`src/rtl/fpdiv_pkg.sv`:
```
// Shared constants for the sequential floating-point divider: state codes,
// default field widths, operand kinds and the bias / quiet-NaN helpers.
package fpdiv_pkg;

  localparam int EXP_W_DEF = 8;
  localparam int MAN_W_DEF = 23;

  typedef logic [2:0] state_t;

  localparam state_t S_IDLE = 3'd0;
  localparam state_t S_PREP = 3'd1;
  localparam state_t S_ITER = 3'd2;
  localparam state_t S_NORM = 3'd3;
  localparam state_t S_DONE = 3'd4;

  // Outcome class decided in PREP; only K_NUM uses the iterated quotient.
  localparam logic [1:0] K_NUM  = 2'd0;
  localparam logic [1:0] K_INF  = 2'd1;
  localparam logic [1:0] K_ZERO = 2'd2;
  localparam logic [1:0] K_NAN  = 2'd3;

  function automatic int fpdiv_bias(input int exp_w);
    return (1 << (exp_w - 1)) - 1;
  endfunction

  function automatic logic [63:0] fpdiv_qnan(input int exp_w, input int man_w);
    logic [63:0] v;
    v = ((64'd1 << exp_w) - 64'd1) << man_w;
    v = v | (64'd1 << (man_w - 1));
    return v;
  endfunction

endpackage

```
`src/rtl/fpdiv_unpack.sv`:
```
// Combinational operand classifier: splits an IEEE-style word into fields
// and flags zero (subnormals included), infinity and NaN.
module fpdiv_unpack #(
  parameter int EXP_W = 8,
  parameter int MAN_W = 23
) (
  input  logic [EXP_W+MAN_W:0] op_i,
  output logic                 sign_o,
  output logic [EXP_W-1:0]     exp_o,
  output logic [MAN_W:0]       mant_o,
  output logic                 isZero_o,
  output logic                 isInf_o,
  output logic                 isNan_o
);

  logic [MAN_W-1:0] frac;
  logic             expOnes;
  logic             fracZero;

  assign sign_o   = op_i[EXP_W+MAN_W];
  assign exp_o    = op_i[EXP_W+MAN_W-1:MAN_W];
  assign frac     = op_i[MAN_W-1:0];
  assign mant_o   = {1'b1, frac};
  assign expOnes  = &exp_o;
  assign fracZero = (frac == '0);

  // Subnormals are flushed: a zero exponent field always reads as zero.
  assign isZero_o = (exp_o == '0);
  assign isInf_o  = expOnes & fracZero;
  assign isNan_o  = expOnes & ~fracZero;

endmodule

```
`src/rtl/fp_seq_divider.sv`:
```
// Sequential floating-point divider: one restoring quotient bit per cycle,
// fixed MAN_W+5 latency. Define FPDIV_RNE_EN for round-to-nearest-even, else truncation.
module fp_seq_divider
  import fpdiv_pkg::*;
#(
  parameter int EXP_W = EXP_W_DEF,
  parameter int MAN_W = MAN_W_DEF
) (
  input  logic                 clk,
  input  logic                 rst_n,
  input  logic                 start,
  input  logic [EXP_W+MAN_W:0] a,
  input  logic [EXP_W+MAN_W:0] b,
  output logic                 busy,
  output logic                 done,
  output logic [EXP_W+MAN_W:0] result,
  output logic                 overflow,
  output logic                 underflow,
  output logic                 dv_by_zero,
  output logic                 invalid
);

  localparam int W     = 1 + EXP_W + MAN_W;
  localparam int ITERS = MAN_W + 3;
  localparam int CW    = $clog2(ITERS);
  localparam int EW    = EXP_W + 2;

  localparam logic signed [EW-1:0] BIAS  = EW'(fpdiv_bias(EXP_W));
  localparam logic signed [EW-1:0] EMAX  = EW'((1 << EXP_W) - 1);
  localparam logic signed [EW-1:0] EONE  = EW'(1);
  localparam logic signed [EW-1:0] EZERO = EW'(0);
  localparam logic [63:0]          QNAN_WIDE = fpdiv_qnan(EXP_W, MAN_W);
  localparam logic [W-1:0]         QNAN      = QNAN_WIDE[W-1:0];

  state_t                state_q, state_d;
  logic [W-1:0]          a_q, a_d, b_q, b_d;
  logic                  sign_q, sign_d;
  logic signed [EW-1:0]  exp_q, exp_d;
  logic [MAN_W+1:0]      rem_q, rem_d;
  logic [MAN_W:0]        div_q, div_d;
  logic [MAN_W+2:0]      quot_q, quot_d;
  logic [CW-1:0]         cnt_q, cnt_d;
  logic [1:0]            kind_q, kind_d;
  logic                  dvzPend_q, dvzPend_d;
  logic [W-1:0]          result_q, result_d;
  logic                  ovf_q, ovf_d, unf_q, unf_d, dvz_q, dvz_d, inv_q, inv_d;

  logic                  aSign, bSign, aZero, bZero, aInf, bInf, aNan, bNan;
  logic [EXP_W-1:0]      aExp, bExp;
  logic [MAN_W:0]        aMant, bMant;

  fpdiv_unpack #(.EXP_W(EXP_W), .MAN_W(MAN_W)) uUnpackA (
    .op_i(a_q), .sign_o(aSign), .exp_o(aExp), .mant_o(aMant),
    .isZero_o(aZero), .isInf_o(aInf), .isNan_o(aNan)
  );

  fpdiv_unpack #(.EXP_W(EXP_W), .MAN_W(MAN_W)) uUnpackB (
    .op_i(b_q), .sign_o(bSign), .exp_o(bExp), .mant_o(bMant),
    .isZero_o(bZero), .isInf_o(bInf), .isNan_o(bNan)
  );

  logic [1:0] kindC;
  logic       dvzC;

  always_comb begin
    kindC = K_NUM;
    dvzC  = 1'b0;
    if (aNan | bNan | (aZero & bZero) | (aInf & bInf)) begin
      kindC = K_NAN;
    end else if (aInf) begin
      kindC = K_INF;
    end else if (bZero) begin
      kindC = K_INF;
      dvzC  = 1'b1;
    end else if (aZero | bInf) begin
      kindC = K_ZERO;
    end
  end

  // Restoring step: the remainder stays below twice the divisor, so MAN_W+2 bits suffice.
  logic             qBit;
  logic [MAN_W+1:0] remSub;

  always_comb begin
    if (rem_q >= {1'b0, div_q}) begin
      qBit   = 1'b1;
      remSub = rem_q - {1'b0, div_q};
    end else begin
      qBit   = 1'b0;
      remSub = rem_q;
    end
  end

  logic [MAN_W:0]       mantN;
  logic signed [EW-1:0] expN, expR;
  logic [MAN_W+1:0]     mantR;
  logic [MAN_W-1:0]     fracR;
  logic [W-1:0]         resC;
  logic                 ovfC, unfC, dvzOutC, invC;
`ifdef FPDIV_RNE_EN
  logic                 guardBit, roundBit, stickyBit, roundUp;
`endif

  always_comb begin
    if (quot_q[MAN_W+2]) begin
      mantN = quot_q[MAN_W+2:2];
      expN  = exp_q;
    end else begin
      mantN = quot_q[MAN_W+1:1];
      expN  = exp_q - EONE;
    end
`ifdef FPDIV_RNE_EN
    if (quot_q[MAN_W+2]) begin
      guardBit = quot_q[1];
      roundBit = quot_q[0];
    end else begin
      guardBit = quot_q[0];
      roundBit = 1'b0;
    end
    stickyBit = |rem_q;
    roundUp   = guardBit & (roundBit | stickyBit | mantN[0]);
    mantR     = {1'b0, mantN} + {{(MAN_W+1){1'b0}}, roundUp};
`else
    mantR     = {1'b0, mantN};
`endif
    if (mantR[MAN_W+1]) begin
      fracR = mantR[MAN_W:1];
      expR  = expN + EONE;
    end else begin
      fracR = mantR[MAN_W-1:0];
      expR  = expN;
    end

    resC    = '0;
    ovfC    = 1'b0;
    unfC    = 1'b0;
    dvzOutC = 1'b0;
    invC    = 1'b0;
    case (kind_q)
      K_NAN: begin
        resC = QNAN;
        invC = 1'b1;
      end
      K_INF: begin
        resC    = {sign_q, {EXP_W{1'b1}}, {MAN_W{1'b0}}};
        dvzOutC = dvzPend_q;
      end
      K_ZERO: resC = {sign_q, {(W-1){1'b0}}};
      default: begin
        if (expR >= EMAX) begin
          resC = {sign_q, {EXP_W{1'b1}}, {MAN_W{1'b0}}};
          ovfC = 1'b1;
        end else if (expR <= EZERO) begin
          resC = {sign_q, {(W-1){1'b0}}};
          unfC = 1'b1;
        end else begin
          resC = {sign_q, expR[EXP_W-1:0], fracR};
        end
      end
    endcase
  end

  always_comb begin
    state_d   = state_q;
    a_d       = a_q;
    b_d       = b_q;
    sign_d    = sign_q;
    exp_d     = exp_q;
    rem_d     = rem_q;
    div_d     = div_q;
    quot_d    = quot_q;
    cnt_d     = cnt_q;
    kind_d    = kind_q;
    dvzPend_d = dvzPend_q;
    result_d  = result_q;
    ovf_d     = ovf_q;
    unf_d     = unf_q;
    dvz_d     = dvz_q;
    inv_d     = inv_q;
    case (state_q)
      S_IDLE: begin
        if (start) begin
          state_d = S_PREP;
          a_d     = a;
          b_d     = b;
          ovf_d   = 1'b0;
          unf_d   = 1'b0;
          dvz_d   = 1'b0;
          inv_d   = 1'b0;
        end
      end
      S_PREP: begin
        state_d   = S_ITER;
        sign_d    = aSign ^ bSign;
        exp_d     = $signed({2'b00, aExp}) - $signed({2'b00, bExp}) + BIAS;
        rem_d     = {1'b0, aMant};
        div_d     = bMant;
        quot_d    = '0;
        cnt_d     = '0;
        kind_d    = kindC;
        dvzPend_d = dvzC;
      end
      S_ITER: begin
        rem_d  = remSub << 1;
        quot_d = {quot_q[MAN_W+1:0], qBit};
        cnt_d  = cnt_q + CW'(1);
        if (cnt_q == CW'(ITERS - 1)) state_d = S_NORM;
      end
      S_NORM: begin
        state_d  = S_DONE;
        result_d = resC;
        ovf_d    = ovfC;
        unf_d    = unfC;
        dvz_d    = dvzOutC;
        inv_d    = invC;
      end
      S_DONE:  state_d = S_IDLE;
      default: state_d = S_IDLE;
    endcase
  end

  always_ff @(posedge clk) begin
    if (!rst_n) begin
      state_q   <= S_IDLE;
      a_q       <= '0;
      b_q       <= '0;
      sign_q    <= 1'b0;
      exp_q     <= '0;
      rem_q     <= '0;
      div_q     <= '0;
      quot_q    <= '0;
      cnt_q     <= '0;
      kind_q    <= K_NUM;
      dvzPend_q <= 1'b0;
      result_q  <= '0;
      ovf_q     <= 1'b0;
      unf_q     <= 1'b0;
      dvz_q     <= 1'b0;
      inv_q     <= 1'b0;
    end else begin
      state_q   <= state_d;
      a_q       <= a_d;
      b_q       <= b_d;
      sign_q    <= sign_d;
      exp_q     <= exp_d;
      rem_q     <= rem_d;
      div_q     <= div_d;
      quot_q    <= quot_d;
      cnt_q     <= cnt_d;
      kind_q    <= kind_d;
      dvzPend_q <= dvzPend_d;
      result_q  <= result_d;
      ovf_q     <= ovf_d;
      unf_q     <= unf_d;
      dvz_q     <= dvz_d;
      inv_q     <= inv_d;
    end
  end

  assign busy       = (state_q == S_PREP) || (state_q == S_ITER) || (state_q == S_NORM);
  assign done       = (state_q == S_DONE);
  assign result     = result_q;
  assign overflow   = ovf_q;
  assign underflow  = unf_q;
  assign dv_by_zero = dvz_q;
  assign invalid    = inv_q;

endmodule
```
`config.mk`:
```
export PLATFORM = sky130hd
export DESIGN_NAME = fp_seq_divider
export DESIGN_NICKNAME = d
export VERILOG_FILES = /design/src/rtl/fpdiv_pkg.sv /design/src/rtl/fpdiv_unpack.sv /design/src/rtl/fp_seq_divider.sv
export SDC_FILE = /design/constraint.sdc
export NUM_CORES = 1
export LEC_CHECK = 0
export ABC_AREA = 1
export CAP_MARGIN = 25
export CELL_PAD_IN_SITES_DETAIL_PLACEMENT = 1
export CELL_PAD_IN_SITES_GLOBAL_PLACEMENT = 1
export CORE_ASPECT_RATIO = 0.6
export CORE_MARGIN = 10
export CORE_UTILIZATION = 41
export DETAILED_ROUTE_END_ITERATION = 16
export HOLD_SLACK_MARGIN = 0.1
export PLACE_DENSITY_LB_ADDON = 0.1
export SLEW_MARGIN = 20
export SYNTH_ARGS = -nofsm -noshare
export SYNTH_HDL_FRONTEND = slang
export SYNTH_SLANG_ARGS = --single-unit
```
`constraint.sdc`:
```
create_clock -name clk -period 3.05 [get_ports clk]
set_clock_uncertainty 0.15 [all_clocks]
set_input_delay 0.61 -clock clk [delete_from_list [all_inputs] [get_ports clk]]
set_output_delay 0.61 -clock clk [all_outputs]
set_load 0.03 [all_outputs]
```
# Word level (Yosys, flattened, before mapping)
# Index checks and enable logic that the tools add are counted.
[op_classes]
n_lt_le_gt_ge = 3
div = 0
mux = 32
n_mul = 0
n_eq_ne = 10
add_sub_neg = 5
n_shift = 0
n_reduce_logical = 15
bitwise_logic = 13
[op_table]
columns = ["cell", "n"]
rows = [
  ["32-bit one-hot mux with 3 select lines", 1],
  ["31-bit 2-to-1 mux", 2],
  ["26-bit one-hot mux with 2 select lines", 1],
  ["25-bit one-hot mux with 2 select lines", 1],
  ["23-bit zero test", 2],
  ["25-bit by 24-bit greater-or-equal comparator with 1-bit output", 1],
  ["24-bit 2-to-1 mux", 1],
  ["24-bit subtractor", 1],
  ["23-bit 2-to-1 mux", 1],
  ["8-bit zero test", 2],
  ["8-bit AND reduction", 2],
  ["1-bit 2-to-1 mux", 12],
  ["3-bit one-hot mux with 4 select lines", 1],
  ["9-bit by 8-bit adder with 10-bit output, second input constant", 1],
  ["10-bit by 9-bit greater-or-equal comparator with 1-bit output, second input constant", 1],
  ["10-bit by 1-bit <= comparator with 1-bit output, second input constant", 1],
  ["10-bit 2-to-1 mux", 1],
  ["5-bit one-hot mux with 2 select lines", 1],
  ["10-bit by 2-bit subtractor with 10-bit output, second input constant", 1],
  ["8-bit by 8-bit subtractor with 9-bit output", 1],
  ["2-bit 2-to-1 mux", 4],
  ["1-bit one-hot mux with 2 select lines", 4],
  ["1-bit bitwise AND", 6],
  ["3-bit by 2-bit == test with 1-bit output, second input constant", 2],
  ["16 further kinds", 27],
]
[word_totals]
rom_bits = 0
memories = 0
ramBits = 0
out_inout_bits = 38
inputBits = 67
latchBits = 0
register_bits = 197

# Depth between registers and ports, before layout
[depth]
ltp_word = 7
depth_mapped = 16

# Cells and area by module
# From an unflattened synthesis, not the netlist that was laid out.
[unflattened]
cells_unflattened = 1664
hier_area_um2 = 11279.6
[by_module_without_submodules]
columns = ["module", "n_inst", "area_per_inst_um2", "cells_per_inst"]
rows = [
  ["fp_seq_divider", 1, 10471.3, 1526],
  ["fpdiv_unpack", 2, 404.1, 69],
]

# Least setup slack after synthesis
# OpenSTA, ideal clock, no wires.
[synth_path]
path_kind = "reg-to-output"
from = "register state_q[0]"
to = "output port busy"
n_path_buf = 1
slack_ns = 0.731
path_stages_with_launch = 8
required_ns = 2.290
arrival_time_ns = 1.559
cell_sequence = "dfxtp_1 -> inv_1 -> nor3_1 -> clkinv_1 -> nand2_1 -> inv_1 -> clkbuf_1 -> nand2_1"
[synth_between]
elab_chain_len = 3
elab_cells_between_ends = 5
classes_between = "eq/ne: 3; reduce/logical: 2"
[synth_lines]
columns = ["element", "line_no", "source"]
rows = [
  ["start: declaration", "fp_seq_divider.sv:35", "state_t state_q, state_d;"],
  ["start signal: assignment", "fp_seq_divider.sv:241", "state_q <= state_d;"],
  ["3-bit by 1-bit == test with 1-bit output / 3-bit by 2-bit == test with 1-bit output (equally long branches)", "fp_seq_divider.sv:260", "assign busy = (state_q == S_PREP) || (state_q == S_ITER) || (state_q == S_NORM);"],
  ["1-bit logical OR", "fp_seq_divider.sv:260", ""],
  ["1-bit logical OR *", "fp_seq_divider.sv:260", ""],
  ["end: declaration", "fp_seq_divider.sv:14", "output logic busy,"],
]
# Mark *: on every way between the ends. The rest lies on a longest branch, timed or not.

# Final worst setup path
# Same ends and word-level chain as after synthesis.

==> impl_results.md <==
- CORE AREA: 25300 um^2
- TritonCTS buffer count: 17
- Die Ht: 144 um
- Distinct cell type count after synthesis: 49
- Fin crit share: 92.6%
- CTS Hold Bufs: 0
- Max Freq: 354 MHz
- Non-filler cells, final: 1942
- Cells after DPL: 1910
- GRT Util Overall: 22.4%
- Worst slack, placed: 359 ps
- Most frequent cells in the layout: nand2_1, a21oi_1, inv_1
- Root Driver: clkbuf_16
- Hold crit path type: register to register
- Wirelength per Cell: 18.4 um
- Fin. max-slew vios: 0
- Post-CTS Resized: 0
- FF+latch count, synth: 197
- Startpoint types: register
- Worst-Skew Late Latency: 460 ps
- Global-route wire length before repair: 57900 um
- Drt pass-1 iters: 5
- NetSw: 3.79 mW
- ANT nets after route: 0
- Worst slew margin: 40.7%
- Detailed Route WL: 35800 um
- Crit path to: busy
- Arrival time at the worst endpoint: 2060 ps
- Clock transition at path regs: 80 ps
- Part of the power in combinational logic: 40.2%
- Slowest CP cell: dfxtp_1
- Initial antenna violation count: 0
- Synth area leader: dfxtp_1
- RSZ-0062 raised after global routing: no
- Drt drc: 0
- Synth Net Count: 1638
- Reg power frac: 32.7%
- Largest net degree at the start of global routing: 115
- CP Buf/Inv Count: 4
- Commonest non-fill, non-tap cell in the layout: nand2_1
- Worst reg-to-reg setup slack: 290 ps
- I/O Buffers: 104
- Dpl hpwl: 26900 um
- Final number of hold-violating endpoints: 0
- CTS Buffer Depth: 2
- Cells along the critical path: inv_1 > nor3_2 > clkinv_1 > nand2_1 > inv_1 > nand2_1 > buf_4
- CP endpoint kind: output port
- Cells after Synth: 1533
- Starting Density: 41.6%
- Num Clock Sinks: 197
- Synth Flop Type: dfxtp_1
- Area contributors post-synth: dfxtp_1, a21oi_1, nand2_1
- # rows: 45
- CP Class: register to output port
- CP max stage delay: 390 ps
- CTS tree: built
- Layout cells sized above 1: 5.83%
- Seq/Total Area, Yosys: 37.5%
- Critical Path RT: 2290 ps
- Inserted Diodes: 0
- Final worst setup slack: 226 ps
- Number of global-route vias before repair: 10400
- Layout Area Growth over Synthesis: 18.6%
- Pwr per Cell Area: 727 nW/um^2
- Crit path max fanout: 15
- MaxCap Viol Count: 0
- Worst-Margin Slew: 880 ps
- Static leakage: 5.14 nW
- Worst reg2reg path startpoint: rem_q[0]$_SDFFE_PN0P_
- Setup_tns: 0 ps
- Final min period: 2820 ps
- Grt ovf: 0
- # Post-CTS Setup Buffers: 0
- Post-Syn Area per Cell: 6.86 um^2
- Die X-Extent: 227 um
- GPL Wtd Cong: 0.889
- Ys Warns: 0
- Sw Ratio: 41.8%
- Mapped Area: 10500 um^2
- WP depth: 7
- Top delay family on crit path: buffers and inverters
- Maximum VDD drop: 0.402 mV
- Post-synth EDFFs: 0
- Status: finished clean
- CTS H-tree depth: 4
- RR Endpoint: rem_q[15]$_SDFFE_PN0P_
- Vias/cell: 5.43
- Nets@finish: 1705
- Die ar.: 32700 um^2
- Clock network fraction of total power: 27.0%
- Area share of the largest cell type after synthesis: 37.5%
- I/O Pins: 105
- Setup violators final: 0
- Reg2reg path depth: 10
- Ys async rst share: 0%
- Internal Pwr Total: 5.28 mW
- First DRT Iteration DRCs: 852
- Via count: 10500
- Crit path from: state_q[0]$_SDFFE_PN0P_
-- cell type report --
cell class / instances / area, um^2
fill: 3245 / 12800
sequential: 197 / 3940
clock inverter: 15 / 196
inverter: 210 / 790
multi-input combinational: 1050 / 5480
tap: 329 / 412
clock buffer: 17 / 425
timing repair buffer: 124 / 1220
-- how the worst min path moves through the flow --
stage               cells past startpoint                     end  slack, ps                    from
CTS                                     2    a_q[31]$_SDFFE_PN0P_        310    a_q[31]$_SDFFE_PN0P_
floorplan                               2    a_q[22]$_SDFFE_PN0P_        280    a_q[22]$_SDFFE_PN0P_
detailed placement                      2    a_q[31]$_SDFFE_PN0P_        300    a_q[31]$_SDFFE_PN0P_
global route                            2  result[9]$_SDFFE_PN0P_        340  result[9]$_SDFFE_PN0P_
global placement                        2    a_q[31]$_SDFFE_PN0P_        290    a_q[31]$_SDFFE_PN0P_
finish                                  2    a_q[31]$_SDFFE_PN0P_        310    a_q[31]$_SDFFE_PN0P_
-- through the flow --
stage	hold slack, ps	total power, mW	instance area, um^2	util, %
final	314	9.06	12500	49.3
after global routing	338	9.66	12500	49.3
after CTS	313	9.03	12500	49.3
after detailed placement	302	6.57	11900	46.9
after global placement	295	6.51	11900	46.9
after floorplan	283	5.53	10500	-
-- power groups by stage --
stage / clock network (mW) / logic, mW / registers (mW)
3_5_place_dp: 0 / 3.55 / 3.02
2_1_floorplan: 0 / 2.56 / 2.97
4_1_cts: 2.48 / 3.58 / 2.96
6_report: 2.45 / 3.65 / 2.97
5_1_grt: 2.59 / 4.08 / 2.99
3_3_place_gp: 0 / 3.50 / 3.01
-- cells by family after synthesis --
family	after synthesis	synth area share, %
adder cells (fa/ha/maj)	38	4.66
flip-flops	197	37.5
AND/OR/NAND/NOR	572	24.7
AO/OA/AOI/OAI	417	20.7
XOR/XNOR	23	1.91
buffers and inverters	286	10.6
-- flip-flops by register name (all words and copies together) (netlist names) --
register / count
exp_q: 10
a_q: 32
sign_q: 1
b_q: 32
result: 32
kind_q: 2
rem_q: 25
invalid: 1
quot_q: 26
underflow: 1
cnt_q: 5
div_q: 24
overflow: 1
state_q: 3
dvzPend_q: 1
dv_by_zero: 1
-- cell usage after synthesis (3+ instances only) --
master,count
nor4_1,9
ha_1,36
nand4_1,58
inv_1,205
or2_2,8
o21ai_0,172
a21oi_1,208
buf_2,5
nand2_1,271
nand3_1,67
nand2_4,3
xor2_1,11
a211oi_1,3
a21o_1,4
nor3_1,12
xnor2_1,12
nor2_1,120
o21ai_2,3
inv_2,3
nand2_2,3
buf_1,6
dfxtp_1,197
buf_6,3
nor2_2,5
o21ai_1,4
o211ai_1,12
nand3b_1,3
clkbuf_1,58
nor3_2,4
buf_4,4
-- tightest hold or removal path, delay by kind of cell, from the launching register on --
family,cells,cell delay (ps)
buf+inv,1,50
flops,1,320
compound gates,1,50
-- routing by layer --
layer  GRT usage, %  vias up  wire [um]
met5              0        -          0
met4           4.46        0        280
met3           5.93       20       2520
met2           29.7      240      13500
met1           34.6     5080      19500
li1               -     5209          -
Note: power is estimated with default switching activity, not from simulation.
